**src/rtl/uart_rx_frame_ctrl_if.sv**
```systemverilog
// Payload byte stream from the frame controller to the host.
//   out_valid : a payload byte is available (source to sink)
//   out_data  : the payload byte (source to sink)
//   out_last  : marks the final payload byte of the frame (source to sink)
//   out_ready : the sink accepts the byte this cycle (sink to source)
// Modport master is the frame controller. Modport slave is the host.
interface uart_rx_frame_ctrl_if;
  logic       out_valid;
  logic [7:0] out_data;
  logic       out_last;
  logic       out_ready;

  modport master (
    output out_valid,
    output out_data,
    output out_last,
    input  out_ready
  );

  modport slave (
    input  out_valid,
    input  out_data,
    input  out_last,
    output out_ready
  );
endinterface

```
**src/rtl/uart_rx_frame_ctrl.sv**
```systemverilog
// Frame-level controller that sits downstream of a UART byte receiver.
// It hunts for SOF_BYTE, then reads a length byte, the payload and an XOR
// checksum (len ^ payload). The payload is held in an internal buffer until
// the checksum has been verified. Only good frames are drained to the host on
// a valid/ready stream. A malformed or stalled frame is dropped, and the drop
// is reported with a coded one-cycle err pulse.
//
// Ports:
//   clk, rst        : clock, and a synchronous active-low reset
//   en              : enable; when low the controller is forced to IDLE
//   rx_dv/rx_data/rx_perr : byte strobe, data and parity flag from the receiver
//   out_if (master) : payload stream (out_valid/out_data/out_last/out_ready)
//   frame_ok        : pulse when the last byte of a good frame is accepted
//   err, err_code   : abort/overrun pulse and the last error code
//                     (0 parity, 1 length, 2 checksum, 3 timeout, 4 overrun)
//   frm_cnt         : count of good frames; wraps
//   err_cnt         : count of err pulses; saturates at 255
module uart_rx_frame_ctrl #(
  parameter int unsigned MAX_LEN        = 16,
  parameter logic [7:0]  SOF_BYTE       = 8'hA5,
  parameter int unsigned TIMEOUT_CYCLES = 100000
) (
  input  logic                 clk,
  input  logic                 rst,
  input  logic                 en,
  input  logic                 rx_dv,
  input  logic [7:0]           rx_data,
  input  logic                 rx_perr,
  uart_rx_frame_ctrl_if.master out_if,
  output logic                 frame_ok,
  output logic                 err,
  output logic [2:0]           err_code,
  output logic [7:0]           frm_cnt,
  output logic [7:0]           err_cnt
);

  localparam int IDX_W = $clog2(MAX_LEN + 1);
  localparam int AW    = $clog2(MAX_LEN);
  localparam int TW    = $clog2(TIMEOUT_CYCLES + 1);

  localparam logic [7:0]    MAX_LEN_B = 8'(MAX_LEN);
  localparam logic [TW-1:0] TMO_LAST  = TW'(TIMEOUT_CYCLES - 1);

  localparam logic [2:0] ERR_PARITY   = 3'd0;
  localparam logic [2:0] ERR_LENGTH   = 3'd1;
  localparam logic [2:0] ERR_CHECKSUM = 3'd2;
  localparam logic [2:0] ERR_TIMEOUT  = 3'd3;
  localparam logic [2:0] ERR_OVERRUN  = 3'd4;

  typedef enum logic [2:0] {
    S_IDLE    = 3'd0,
    S_LEN     = 3'd1,
    S_PAYLOAD = 3'd2,
    S_CHK     = 3'd3,
    S_DRAIN   = 3'd4
  } state_t;

  function automatic logic [7:0] sat_inc8(input logic [7:0] v);
    return (v == 8'hFF) ? v : v + 8'd1;
  endfunction

  function automatic logic [7:0] wrap_inc8(input logic [7:0] v);
    return v + 8'd1;
  endfunction

  state_t             state_q, state_nxt;
  logic [IDX_W-1:0]   idx_q, idx_nxt;
  logic [IDX_W-1:0]   rd_idx_q, rd_idx_nxt;
  logic [IDX_W-1:0]   len_q;
  logic [7:0]         chk_q, chk_nxt;
  logic [TW-1:0]      tmo_q, tmo_nxt;
  logic               out_valid_q, out_valid_nxt;
  logic               out_last_q, out_last_nxt;
  logic               frame_ok_q, frame_ok_nxt;
  logic               err_q, err_nxt;
  logic [2:0]         err_code_q, err_code_nxt;
  logic [7:0]         frm_cnt_q, frm_cnt_nxt;
  logic [7:0]         err_cnt_q, err_cnt_nxt;

  logic               buf_we;
  logic               len_we;
  logic               abort;
  logic [2:0]         abort_code;
  logic               timed;

  logic [7:0]         buf_mem [MAX_LEN];

  // Next-state and next-output decode
  always_comb begin
    state_nxt     = state_q;
    idx_nxt       = idx_q;
    rd_idx_nxt    = rd_idx_q;
    chk_nxt       = chk_q;
    tmo_nxt       = tmo_q;
    out_valid_nxt = out_valid_q;
    out_last_nxt  = out_last_q;
    frame_ok_nxt  = 1'b0;
    err_nxt       = 1'b0;
    err_code_nxt  = err_code_q;
    frm_cnt_nxt   = frm_cnt_q;
    err_cnt_nxt   = err_cnt_q;
    buf_we        = 1'b0;
    len_we        = 1'b0;
    abort         = 1'b0;
    abort_code    = ERR_PARITY;
    timed         = 1'b0;

    if (!en) begin
      state_nxt     = S_IDLE;
      out_valid_nxt = 1'b0;
      out_last_nxt  = 1'b0;
      tmo_nxt       = '0;
    end else begin
      unique case (state_q)
        S_IDLE: begin
          tmo_nxt = '0;
          if (rx_dv && !rx_perr && (rx_data == SOF_BYTE)) begin
            state_nxt = S_LEN;
            chk_nxt   = 8'h00;
          end
        end

        S_LEN: begin
          timed = 1'b1;
          if (rx_dv) begin
            tmo_nxt = '0;
            if (rx_perr) begin
              abort      = 1'b1;
              abort_code = ERR_PARITY;
            end else if ((rx_data == 8'h00) || (rx_data > MAX_LEN_B)) begin
              abort      = 1'b1;
              abort_code = ERR_LENGTH;
            end else begin
              len_we    = 1'b1;
              chk_nxt   = rx_data;
              idx_nxt   = '0;
              state_nxt = S_PAYLOAD;
            end
          end
        end

        S_PAYLOAD: begin
          timed = 1'b1;
          if (rx_dv) begin
            tmo_nxt = '0;
            if (rx_perr) begin
              abort      = 1'b1;
              abort_code = ERR_PARITY;
            end else begin
              buf_we  = 1'b1;
              chk_nxt = chk_q ^ rx_data;
              idx_nxt = idx_q + IDX_W'(1);
              if (idx_q == len_q - IDX_W'(1)) begin
                state_nxt = S_CHK;
              end
            end
          end
        end

        S_CHK: begin
          timed = 1'b1;
          if (rx_dv) begin
            tmo_nxt = '0;
            if (rx_perr) begin
              abort      = 1'b1;
              abort_code = ERR_PARITY;
            end else if (rx_data == chk_q) begin
              state_nxt     = S_DRAIN;
              rd_idx_nxt    = '0;
              out_valid_nxt = 1'b1;
              out_last_nxt  = (len_q == IDX_W'(1));
            end else begin
              abort      = 1'b1;
              abort_code = ERR_CHECKSUM;
            end
          end
        end

        S_DRAIN: begin
          tmo_nxt = '0;
          if (out_valid_q && out_if.out_ready) begin
            if (out_last_q) begin
              out_valid_nxt = 1'b0;
              out_last_nxt  = 1'b0;
              frame_ok_nxt  = 1'b1;
              frm_cnt_nxt   = wrap_inc8(frm_cnt_q);
              state_nxt     = S_IDLE;
            end else begin
              rd_idx_nxt   = rd_idx_q + IDX_W'(1);
              out_last_nxt = ((rd_idx_q + IDX_W'(1)) == (len_q - IDX_W'(1)));
            end
          end
          // The buffer is busy draining, so an incoming byte is dropped.
          // The drain itself is not disturbed.
          if (rx_dv) begin
            err_nxt      = 1'b1;
            err_code_nxt = ERR_OVERRUN;
            err_cnt_nxt  = sat_inc8(err_cnt_q);
          end
        end

        default: begin
          state_nxt     = S_IDLE;
          out_valid_nxt = 1'b0;
          out_last_nxt  = 1'b0;
        end
      endcase

      // A byte that arrives in the expiry cycle takes priority, because
      // timed is only checked when no byte is present.
      if (timed && !rx_dv) begin
        if (tmo_q == TMO_LAST) begin
          abort      = 1'b1;
          abort_code = ERR_TIMEOUT;
        end else begin
          tmo_nxt = tmo_q + TW'(1);
        end
      end

      if (abort) begin
        state_nxt    = S_IDLE;
        tmo_nxt      = '0;
        err_nxt      = 1'b1;
        err_code_nxt = abort_code;
        err_cnt_nxt  = sat_inc8(err_cnt_q);
      end
    end
  end

  // Control registers
  always_ff @(posedge clk) begin
    if (!rst) begin
      state_q     <= S_IDLE;
      idx_q       <= '0;
      rd_idx_q    <= '0;
      chk_q       <= 8'h00;
      tmo_q       <= '0;
      out_valid_q <= 1'b0;
      out_last_q  <= 1'b0;
      frame_ok_q  <= 1'b0;
      err_q       <= 1'b0;
      err_code_q  <= 3'd0;
      frm_cnt_q   <= 8'h00;
      err_cnt_q   <= 8'h00;
    end else begin
      state_q     <= state_nxt;
      idx_q       <= idx_nxt;
      rd_idx_q    <= rd_idx_nxt;
      chk_q       <= chk_nxt;
      tmo_q       <= tmo_nxt;
      out_valid_q <= out_valid_nxt;
      out_last_q  <= out_last_nxt;
      frame_ok_q  <= frame_ok_nxt;
      err_q       <= err_nxt;
      err_code_q  <= err_code_nxt;
      frm_cnt_q   <= frm_cnt_nxt;
      err_cnt_q   <= err_cnt_nxt;
    end
  end

  // Payload storage and the latched length; no reset needed
  always_ff @(posedge clk) begin
    if (rst && en && buf_we) begin
      buf_mem[idx_q[AW-1:0]] <= rx_data;
    end
    if (rst && en && len_we) begin
      len_q <= IDX_W'(rx_data);
    end
  end

  assign out_if.out_valid = out_valid_q;
  assign out_if.out_last  = out_last_q;
  assign out_if.out_data  = buf_mem[rd_idx_q[AW-1:0]];
  assign frame_ok         = frame_ok_q;
  assign err              = err_q;
  assign err_code         = err_code_q;
  assign frm_cnt          = frm_cnt_q;
  assign err_cnt          = err_cnt_q;

endmodule

```
**src/flat_wrapper.sv**
```systemverilog
// flat-port wrapper written by rule: the top's interface ports become plain ports
module uart_rx_frame_ctrl_flat 
#(
  parameter int unsigned MAX_LEN        = 16,
  parameter logic [7:0]  SOF_BYTE       = 8'hA5,
  parameter int unsigned TIMEOUT_CYCLES = 100000
)
  (clk, rst, en, rx_dv, rx_data, rx_perr, frame_ok, err, err_code, frm_cnt, err_cnt, out_if_out_valid, out_if_out_data, out_if_out_last, out_if_out_ready);
  uart_rx_frame_ctrl_if out_if_i ();
  input  logic clk;
  input  logic rst;
  input  logic en;
  input  logic rx_dv;
  input  logic [7:0] rx_data;
  input  logic rx_perr;
  output logic frame_ok;
  output logic err;
  output logic [2:0] err_code;
  output logic [7:0] frm_cnt;
  output logic [7:0] err_cnt;
  output wire logic [$bits(out_if_i.out_valid)-1:0] out_if_out_valid;
  output wire logic [$bits(out_if_i.out_data)-1:0] out_if_out_data;
  output wire logic [$bits(out_if_i.out_last)-1:0] out_if_out_last;
  input wire logic [$bits(out_if_i.out_ready)-1:0] out_if_out_ready;
  assign out_if_out_valid = out_if_i.out_valid;
  assign out_if_out_data = out_if_i.out_data;
  assign out_if_out_last = out_if_i.out_last;
  assign out_if_i.out_ready = out_if_out_ready;
  uart_rx_frame_ctrl #(.MAX_LEN(MAX_LEN), .SOF_BYTE(SOF_BYTE), .TIMEOUT_CYCLES(TIMEOUT_CYCLES)) u_core (.clk(clk), .rst(rst), .en(en), .rx_dv(rx_dv), .rx_data(rx_data), .rx_perr(rx_perr), .out_if(out_if_i), .frame_ok(frame_ok), .err(err), .err_code(err_code), .frm_cnt(frm_cnt), .err_cnt(err_cnt));
endmodule
```
**config.mk**
```make
export PLATFORM = sky130hd
export DESIGN_NAME = uart_rx_frame_ctrl_flat
export DESIGN_NICKNAME = d
export VERILOG_FILES = /design/src/rtl/uart_rx_frame_ctrl_if.sv /design/src/rtl/uart_rx_frame_ctrl.sv /design/src/flat_wrapper.sv
export SDC_FILE = /design/constraint.sdc
export NUM_CORES = 1
export LEC_CHECK = 0
export CAP_MARGIN = 20
export CELL_PAD_IN_SITES_DETAIL_PLACEMENT = 1
export CELL_PAD_IN_SITES_GLOBAL_PLACEMENT = 1
export CORE_MARGIN = 5
export CORE_UTILIZATION = 45
export CTS_BUF_LIST = sky130_fd_sc_hd__clkbuf_4
export DETAILED_ROUTE_END_ITERATION = 6
export MAX_ROUTING_LAYER = met4
export PLACE_DENSITY = 0.8
export SETUP_SLACK_MARGIN = 0.4
export SLEW_MARGIN = 25
export SYNTH_ARGS = -nofsm -noshare
export SYNTH_HDL_FRONTEND = slang
export SYNTH_SLANG_ARGS = --single-unit
```
**constraint.sdc**
```tcl
create_clock -name clk -period 4.08 [get_ports clk]
set_clock_uncertainty 0.1 [all_clocks]
set_input_delay 1.224 -clock clk [delete_from_list [all_inputs] [get_ports clk]]
set_output_delay 1.224 -clock clk [all_outputs]
set_load 0.005 [all_outputs]
```
==> run_results.csv <==
group,metric,value,unit
run_status,status,"finished clean",
place,gp_congestion,0.855,
logic_synthesis,synthSimpleGateAreaFrac,0.128,
grt,antenna_found_initial,0,
layout,drive_gt1_frac,0.194,
setup_path,required,2.76,ns
logic_synthesis,synthTopCellsByCount,"edfxtp_1, dfxtp_1, nor2_1",
logic_synthesis,synthCells,635,
place,portBuffers,44,
timing,period_share,0.938,
setup_path,crit_arrival,2.50,ns
logic_synthesis,synth_nets,659,
timing,slew_headroom,0.509,
power_and_ir_drop,p_seq_frac,0.640,
setup_path,startpoint_type,"register",
power_and_ir_drop,p_per_area,332,mW/mm²
flow_run,maxCapViolCount,0,
logic_synthesis,synthAdderAreaFrac,0.0157,
layout,fin_cells,967,
clocking,clk_pin_slew_worst_paths,0.18,ns
place,hpwl,15100,µm
die,initial_core_util,0.458,
timing,worst_slew_pin_slew,0.727,ns
setup_path,crit_path_end_kind,"output pin",
routing,wire_per_inst,22.7,µm
power_and_ir_drop,p_int,2.48,mW
layout,area_growth_syn_to_layout,16.8,%
routing,drt_iter0_drc,377,
power_and_ir_drop,power_frac_clock,0.336,
logic_synthesis,ys_seq_area_frac,0.616,
clocking,tritoncts,"done",
grt,grt_pass1_wl,34700,µm
layout,fill_cells,1866,
timing,min_period,3.83,ns
logic_synthesis,synth_area_leaders,"edfxtp_1, dfxtp_1, mux4_2",
setup_path,r2r_setup_slack,1.28,ns
setup_path,worstPathMaxFanout,5,
logic_synthesis,ys.flop_type,"edfxtp_1",
setup_path,r2r-start,"u_core.state_q[0]",
die,die_area,0.0220,mm²
setup_path,r2r_end,"u_core.buf_mem[3][1]",
logic_synthesis,syn-cell-area,0.00860,mm²
clocking,clockBufferDepth,2,
layout,nets,744,
setup_path,path_class,"reg2out",
die,placementRows,50,
logic_synthesis,synth.avg_cell_area,13.5,µm²
clocking,hold_buffers,0,
hold_path,min_to,"u_core.err_code[1]",
timing,max_freq,261,MHz
timing,setup_viol,0,
layout,fin_util,0.535,
logic_synthesis,yosys.area.top_type_share,0.464,
setup_path,ff2ff_path_depth,7,
layout,diodes,0,
routing,avgViaCountPerCell,5.84,
place,place_inst,924,
die,core_area,0.0188,mm²
grt,grt_max_degree,33,
clocking,numCtsBuffers,17,
power_and_ir_drop,comb_power_share,0.025,
power_and_ir_drop,swShare,0.257,
clocking,clock_sinks,198,
logic_synthesis,synth-xor-area-share,0.0509,
logic_synthesis,yosysTopAreaCell,"edfxtp_1",
routing,finalWirelength,22000,µm
grt,grt_usage,0.213,
routing,drc_errors,0,
hold_path,min_path_cells,2,
hold_path,hp-start,"u_core.err_code[1]",
die,ioPinCount,45,
die,die_w,148,µm
logic_synthesis,yosysUniqueCellTypes,55,
routing,vias,5651,
logic_synthesis,synth_edf_count,133,
logic_synthesis,synth_top_family_by_area,"simple AND/OR/NAND/NOR gates",
logic_synthesis,muxShareOfSynthArea,0.109,
routing,drtAntennaViolNets,0,
timing,finalMaxSlewViolations,0,
logic_synthesis,synth_compound_area_frac,0.0614,
grt,globalRouteOverflowTotal,0,
routing,first_pass_iters,5,
clocking,clk_latency,0.60,ns
power_and_ir_drop,ir_drop,143,µV
clocking,root_buffer,"clkbuf_4",
logic_synthesis,ys_warn_count,0,
power_and_ir_drop,leakage,3.25,nW
timing,timing.final.hold_violations,0,
logic_synthesis,synthArstFlopShare,0,
logic_synthesis,synth_most_common_cell,"edfxtp_1",
power_and_ir_drop,switchingPower,0.858,mW
logic_synthesis,ys_seq_elements,198,
die,die_h,148,µm
grt,grt_pass1_vias,6081,
timing,rsz0062_at_grt,"true",
clocking,h-tree-depth,4,
hold_path,hp-class,"reg2reg",
-- power by group through the flow --
stage                     clock network [mW]  registers (mW)  logic, mW
after floorplan                            0            2.18     0.0195
after global placement                     0            2.18     0.0767
after detailed placement                   0            2.18     0.0825
after CTS                               1.15            2.14     0.0826
after global routing                    1.25            2.14     0.0897
final                                   1.12            2.14     0.0820
-- worst max-delay path, stage by stage, from the launching register on --
cell and delay [ns]:
dfxtp_4 0.40, buf_12 0.13, buf_12 0.11, buf_16 0.11, mux4_2 0.52, mux4_2 0.50
buf_6 0.13
-- cell type report --
cell class / instances / area, µm² / area share
Tap cell: 234 / 293 / 0.0291
Timing Repair Buffer: 97 / 942 / 0.0938
Clock inverter: 15 / 200 / 0.0199
Multi-Input combinational cell: 395 / 3140 / 0.313
Sequential cell: 198 / 5300 / 0.527
Clock buffer: 17 / 128 / 0.0127
Inverter: 11 / 41.3 / 0.00411
-- flip-flops by register name, indices dropped and copies added, names as in the netlist, 3 cells and up, named ones only --
| signal | count |
|---|---|
| u_core.rd_idx_q | 5 |
| u_core.len_q | 5 |
| u_core.err_code | 3 |
| u_core.state_q | 3 |
| u_core.idx_q | 5 |
| u_core.err_cnt | 8 |
| u_core.tmo_q | 17 |
| u_core.frm_cnt | 8 |
| u_core.chk_q | 8 |
| u_core.buf_mem | 128 |
-- per-layer routing --
metal  up-vias  global-route usage  part of all wire
met3        38              0.0402             0.034
met5         -                   -                 0
met4         0              0.0771             0.035
met2       154               0.363              0.52
met1      2875               0.254              0.41
li1       2584                   -                 -
-- worst max-delay path by stage --
stage	startpoint	end	slack [ns]	depth (start not counted)
2_1_floorplan	register	out_if_out_data[0]	0.68	4
3_3_place_gp	rx_data[4]	u_core.tmo_q[1]	0.15	10
3_5_place_dp	rx_data[0]	u_core.chk_q[0]	-0.07	7
4_1_cts	register	out_if_out_data[3]	0.20	6
5_1_grt	register	out_if_out_data[3]	0.13	6
6_report	register	out_if_out_data[3]	0.25	6
-- stage by stage --
| stage | cell area (µm²) | setup WS [ns] | setup TNS [ns] | hold slack [ns] | power (mW) |
|---|---|---|---|---|---|
| after detailed placement | 9580 | -0.0732 | -0.0732 | 0.374 | 2.26 |
| after global routing | 10000 | 0.129 | 0 | 0.444 | 3.47 |
| after global placement | 9580 | 0.148 | 0 | 0.371 | 2.26 |
| final | 10000 | 0.251 | 0 | 0.411 | 3.34 |
| after floorplan | 8600 | 0.675 | 0 | 0.358 | 2.20 |
| after CTS | 10000 | 0.197 | 0 | 0.407 | 3.37 |
-- logic make-up (layout without fill, tap and decap cells) --
logic type / count (synthesis) / in the layout
buffers and inverters: 42 / 140
multiplexers: 44 / 44
flip-flops: 198 / 198
adder cells (fa/ha/maj): 11 / 11
AO/OA/AOI/OAI: 78 / 78
AND/OR/NAND/NOR: 212 / 212
XOR/XNOR: 50 / 50
-- cells in the final DEF (no fill, tap or decap), types with 11 or more instances in the layout --
cell / instances
nand3_1: 28
mux4_2: 40
buf_4: 43
a21oi_1: 18
nand2_1: 31
clkbuf_4: 17
dfxtp_1: 64
nand2b_1: 11
edfxtp_1: 133
nor2_1: 64
xnor2_1: 21
xor2_1: 29
o21ai_0: 20
clkdlybuf4s50_1: 36
nor3_1: 14
inv_1: 11
-- what timing repair did --
| action | 4_1_cts | 5_1_grt |
|---|---|---|
| gates cloned | 2 | 0 |
| buffers inserted | 9 | 0 |
| setup endpoints to repair | 8 | 8 |
| gates resized for setup | 37 | 1 |
Note: power is estimated with default switching activity, not from simulation.
==> variant 1 (config.mk and constraints unchanged) <==
The 5 states of `state_t` get a one-hot encoding in 5 bits.
--- a/src/rtl/uart_rx_frame_ctrl.sv
+++ b/src/rtl/uart_rx_frame_ctrl.sv
@@ -47,12 +47,12 @@
   localparam logic [2:0] ERR_TIMEOUT  = 3'd3;
   localparam logic [2:0] ERR_OVERRUN  = 3'd4;
 
-  typedef enum logic [2:0] {
-    S_IDLE    = 3'd0,
-    S_LEN     = 3'd1,
-    S_PAYLOAD = 3'd2,
-    S_CHK     = 3'd3,
-    S_DRAIN   = 3'd4
+  typedef enum logic [4:0] {
+    S_IDLE    = 5'b00001,
+    S_LEN     = 5'b00010,
+    S_PAYLOAD = 5'b00100,
+    S_CHK     = 5'b01000,
+    S_DRAIN   = 5'b10000
   } state_t;
 
   function automatic logic [7:0] sat_inc8(input logic [7:0] v);
Check against the original RTL: same outputs for any inputs over 4 cycles, from zero or initial values and one cycle with rst low; so few cycles prove little.
==> variant 1 against the original RTL <==
  * Sequential cell count up 2
  * Non-clock buffer count fell by 1
  * Die area is 2.9% higher
  * First-iteration DRC count up 3.2%
  * Count of clock-buffer cells in the layout unchanged
  * Final area rose by 3.7%
  * Final cell count is 5.4% higher
  * Routed wire length up 2.4%
  * Worst setup slack lost 0.048 ns
  * Register-to-register slack improved by 0.20 ns
  * Synthesized area grew 3.1%
  * Global-route usage grew 0.25 points
  * Power up 0.63%
==> variant 1: results (changes against the original RTL) <==
sta:
  whs_ns: 0.394  # -0.0170 ns
  max-slew-margin-rel_pct: 49.4  # -1.5 points
  slew_viol_final: 0  # unchanged
logic_synthesis:
  synth.cells.most_frequent: "edfxtp_1 (133), nor2_1 (71), dfxtp_1 (67), mux4_2 (40), nand2_1 (40)"
  ys_types: 71  # +29%
  synth_area_leaders: "edfxtp_1 (45%), dfxtp_1 (15%), mux4_2 (10%)"
  synth_fp_nets: 675  # +2.4%
  postSynthAreaPerCell_um2: 13.6  # +0.54%
outcome:
  status: "complete, no violations"
critical_path:
  rr_worst_depth: 6  # -1
  rrSetupSlack_ns: 1.48  # +0.20 ns
  critPathArrivalTime_ns: 2.55  # +0.05 ns
  crit_fanout: 6  # +1
  r2r-start: "u_core.state_q[1]"
global_routing:
  grt_first_pass_wirelength_um: 35900  # +3.6%
  grt_pass1_vias: 6325  # +4.0%
  track_usage_pct: 21.5  # +0.25 points
pwr:
  leakagePower_nw: 3.36  # +3.3%
  ir_drop_mv: 0.153  # +6.7%
finish:
  fillers: 1996  # +7.0%
  drive_above_1_share_pct: 20.8  # +1.4 points
  num-nets-final: 765  # +2.8%
  diodes: 0  # unchanged
place:
  gp_congestion: 0.891  # +4.2%
  hpwl_um: 15600  # +3.4%
  pre_cts_ws_ns: -0.0691  # +0.00408 ns
drt:
  num_vias: 5853  # +3.6%
  wire_per_inst_um: 22.1  # -2.8%
-- variant 1: layout make-up --
cell class	instances	share of cell area (%)
clock buffers	17	1.23
multi-input cells	418	32.6
clock inverters	15	2.02
inverters	8	0.288
repair buffers	96	9.41
flip-flops and latches	200	51.3
well taps	265	3.18
-- variant 1: worst max-delay path by stage --
stage / slack (ns) / endpoint / startpoint / cells past startpoint
after global placement: 0.18 / u_core.state_q[0] / rx_data[5] / 8
after detailed placement: -0.07 / u_core.chk_q[7] / rx_data[5] / 8
after CTS: 0.18 / out_if_out_data[5] / register / 6
after global routing: 0.08 / out_if_out_data[5] / register / 6
final: 0.20 / out_if_out_data[5] / register / 6
after floorplan: 0.94 / u_core.buf_mem[1][0] / en / 5
-- variant 1: power by group --
group	total [mW]	leakage (nW)	internal, mW	switching (mW)
clock	1.12	0.169	0.310	0.807
sequential	2.16	1.73	2.16	0.0000715
combinational	0.0862	1.45	0.0316	0.0546
-- variant 1: timing repair --
item,4_1_cts,5_1_grt
pin swaps,0,0
gates resized for setup,42,2
buffers inserted,8,1
setup endpoints to repair,8,9
gates cloned,3,0
-- variant 1: kinds of logic after synthesis --
family | after synthesis | share of synthesized area [%]
simple gates | 228 | 14.0
xor+xnor | 49 | 4.93
compound gates | 76 | 6.08
buf+inv | 33 | 1.50
flops | 200 | 60.2
fa+ha+maj | 10 | 1.41
mux | 55 | 11.9
-- variant 1: stage by stage --
step           cell area, µm²  cells  power [mW]
4_1_cts                 10400   1018        3.39
2_1_floorplan            8860    651        2.22
3_3_place_gp             9870    975        2.28
3_5_place_dp             9870    975        2.29
6_report                10400   1019        3.36
5_1_grt                 10400   1019        3.51
-- variant 1: worst register-to-register path: cells and delay by family, from the launching register on --
family | cells | cell delay (ns)
and+or+nand+nor | 4 | 1.26
AOI/OAI and AO/OA | 2 | 0.69
DFF | 1 | 0.43
-- variant 1: routing by layer --
metal  part of all wire, %  vias up  global-route usage [%]
met3                   4.1       31                    3.91
met5                     0        -                       -
met2                    53      178                    37.4
li1                      -     2660                       -
met4                   1.2        0                    5.58
met1                    41     2984                    26.1
==> variant 2 (same settings) <==
Made on the original files. `TIMEOUT_CYCLES` is set to 100000 in 2 places; all go to 200000.
--- a/src/rtl/uart_rx_frame_ctrl.sv
+++ b/src/rtl/uart_rx_frame_ctrl.sv
@@ -18,7 +18,7 @@
 module uart_rx_frame_ctrl #(
   parameter int unsigned MAX_LEN        = 16,
   parameter logic [7:0]  SOF_BYTE       = 8'hA5,
-  parameter int unsigned TIMEOUT_CYCLES = 100000
+  parameter int unsigned TIMEOUT_CYCLES = 200000
 ) (
   input  logic                 clk,
   input  logic                 rst,
--- a/src/flat_wrapper.sv
+++ b/src/flat_wrapper.sv
@@ -3,7 +3,7 @@
 #(
   parameter int unsigned MAX_LEN        = 16,
   parameter logic [7:0]  SOF_BYTE       = 8'hA5,
-  parameter int unsigned TIMEOUT_CYCLES = 100000
+  parameter int unsigned TIMEOUT_CYCLES = 200000
 )
   (clk, rst, en, rx_dv, rx_data, rx_perr, frame_ok, err, err_code, frm_cnt, err_cnt, out_if_out_valid, out_if_out_data, out_if_out_last, out_if_out_ready);
   uart_rx_frame_ctrl_if out_if_i ();
Behaviour: same outputs for any inputs over 4 cycles, from zero or initial values and one cycle with rst low; that may be too few to reach the edited logic, so the function may still have changed.
==> variant 2 against the original RTL <==
  * Register-to-register slack about the same
  * Worst setup slack improved by 0.0013 ns
  * Final area increased by 3.0%
  * Routed wire length increased by 4.1%
  * Count of clock-buffer cells in the layout unchanged
  * First-iteration DRC count increased by 19%
  * Sequential cell count increased by 1
  * Power increased by 0.41%
  * Synthesized area increased by 2.9%
  * Highest routed layer unchanged
  * Sequential share of layout area decreased by 1.3 points
  * Combinational power increased by 9.1%
  * Non-clock buffer count increased by 2
==> variant 2: results (changes against the original RTL) <==
outcome:
  status: "complete, no violations"
critical_path:
  crit_fanout: 4  # -1
  worstReg2RegEnd: "u_core.buf_mem[11][4]"
  slowest_delay_ns: 0.50  # -0.02 ns
pwr:
  leakagePower_nw: 3.33  # +2.5%
  ir_drop_mv: 0.153  # +6.7%
  swShare_pct: 25.9  # +0.15 points
  pwr-share-comb_pct: 2.7  # +0.2 points
  p_per_area_nw_per_um2: 324  # -2.5%
global_routing:
  track_usage_pct: 21.9  # +0.61 points
  grt_first_pass_wirelength_um: 36400  # +5.1%
  antenna_found_initial: 2  # +2
  grt_pass1_vias: 6320  # +3.9%
  grt_max_degree: 63  # +91%
drt:
  wl_um: 22900  # +4.1%
  initialDrtViolationCount: 447  # +19%
  dr.pass1.iters: 4  # -1
  wl_met3_um: 740  # -0.94%
  wl_met1_um: 9730  # +7.9%
logic_synthesis:
  synth.cells.most_frequent: "edfxtp_1 (133), dfxtp_1 (66), nand2_1 (50), nor2_1 (47), mux4_2 (40)"
  synth_area_leaders: "edfxtp_1 (45%), dfxtp_1 (15%), mux4_2 (10%)"
  synth_fp_nets: 688  # +4.4%
  ys_types: 67  # +22%
cts:
  clock_latency_ns: 0.58  # -0.02 ns
  ctsResizeCount: 42  # +14%
sta:
  tightest_slew_ns: 0.656  # -0.0713 ns
finish:
  num-nets-final: 775  # +4.2%
  drive_above_1_share_pct: 20.7  # +1.3 points
min_path:
  whs_path_depth: 1  # -1
  hold_start: "u_core.idx_q[4]"
place:
  gp_congestion: 0.889  # +4.0%
## variant 2: changes by cell type after synthesis, moves of 5 or more
cell	delta
or4_1	-8
nor2_1	-17
xor2_1	-13
nand2_1	+19
and2_1	+5
o31ai_1	-5
buf_2	+5
mux2i_1	+6
nand3b_1	+5
nand4_1	+7
a21boi_0	+6
## variant 2: cell type report
class / count / area (µm²)
diodes: 2 / 5.00
clock buffers: 17 / 128
clock inverters: 15 / 210
fillers: 1994 / 9060
inverters: 9 / 33.8
multi-input cells: 425 / 3360
flip-flops and latches: 199 / 5320
well taps: 265 / 332
repair buffers: 99 / 955
## variant 2: layer usage
metal  global-route usage (%)  up-vias
met5                        -        -
met4                     6.27        0
met3                     3.43       25
met2                     37.2      146
met1                     27.3     3104
li1                         -     2708
## variant 2: logic make-up (layout without fill, tap and decap cells)
group	Yosys count	after routing	synth area share, %
buffers and inverters	40	140	1.97
other	0	2	0
XOR/XNOR	40	40	3.96
multiplexers	51	51	11.4
AO/OA/AOI/OAI	94	94	7.52
AND/OR/NAND/NOR	230	230	13.6
flip-flops	199	199	60.1
adder cells (fa/ha/maj)	10	10	1.41
## variant 2: per-stage QoR
stage | hold WS, ns | TNS [ns] | util [%] | std cells | worst slack [ns]
floorplan | 0.351 | 0 | - | 664 | 0.887
global placement | 0.369 | 0 | 50.6 | 986 | 0.164
detailed placement | 0.373 | -0.302 | 50.6 | 986 | -0.0750
CTS | 0.408 | 0 | 53.1 | 1026 | 0.192
global route | 0.421 | 0 | 53.3 | 1031 | 0.132
finish | 0.406 | 0 | 53.3 | 1031 | 0.253
## variant 2: critical path: cells and delay by family (launching register included)
kind	cells	cell delay [ns]
multiplexers	2	1.00
buffers and inverters	4	0.49
flip-flops	1	0.43
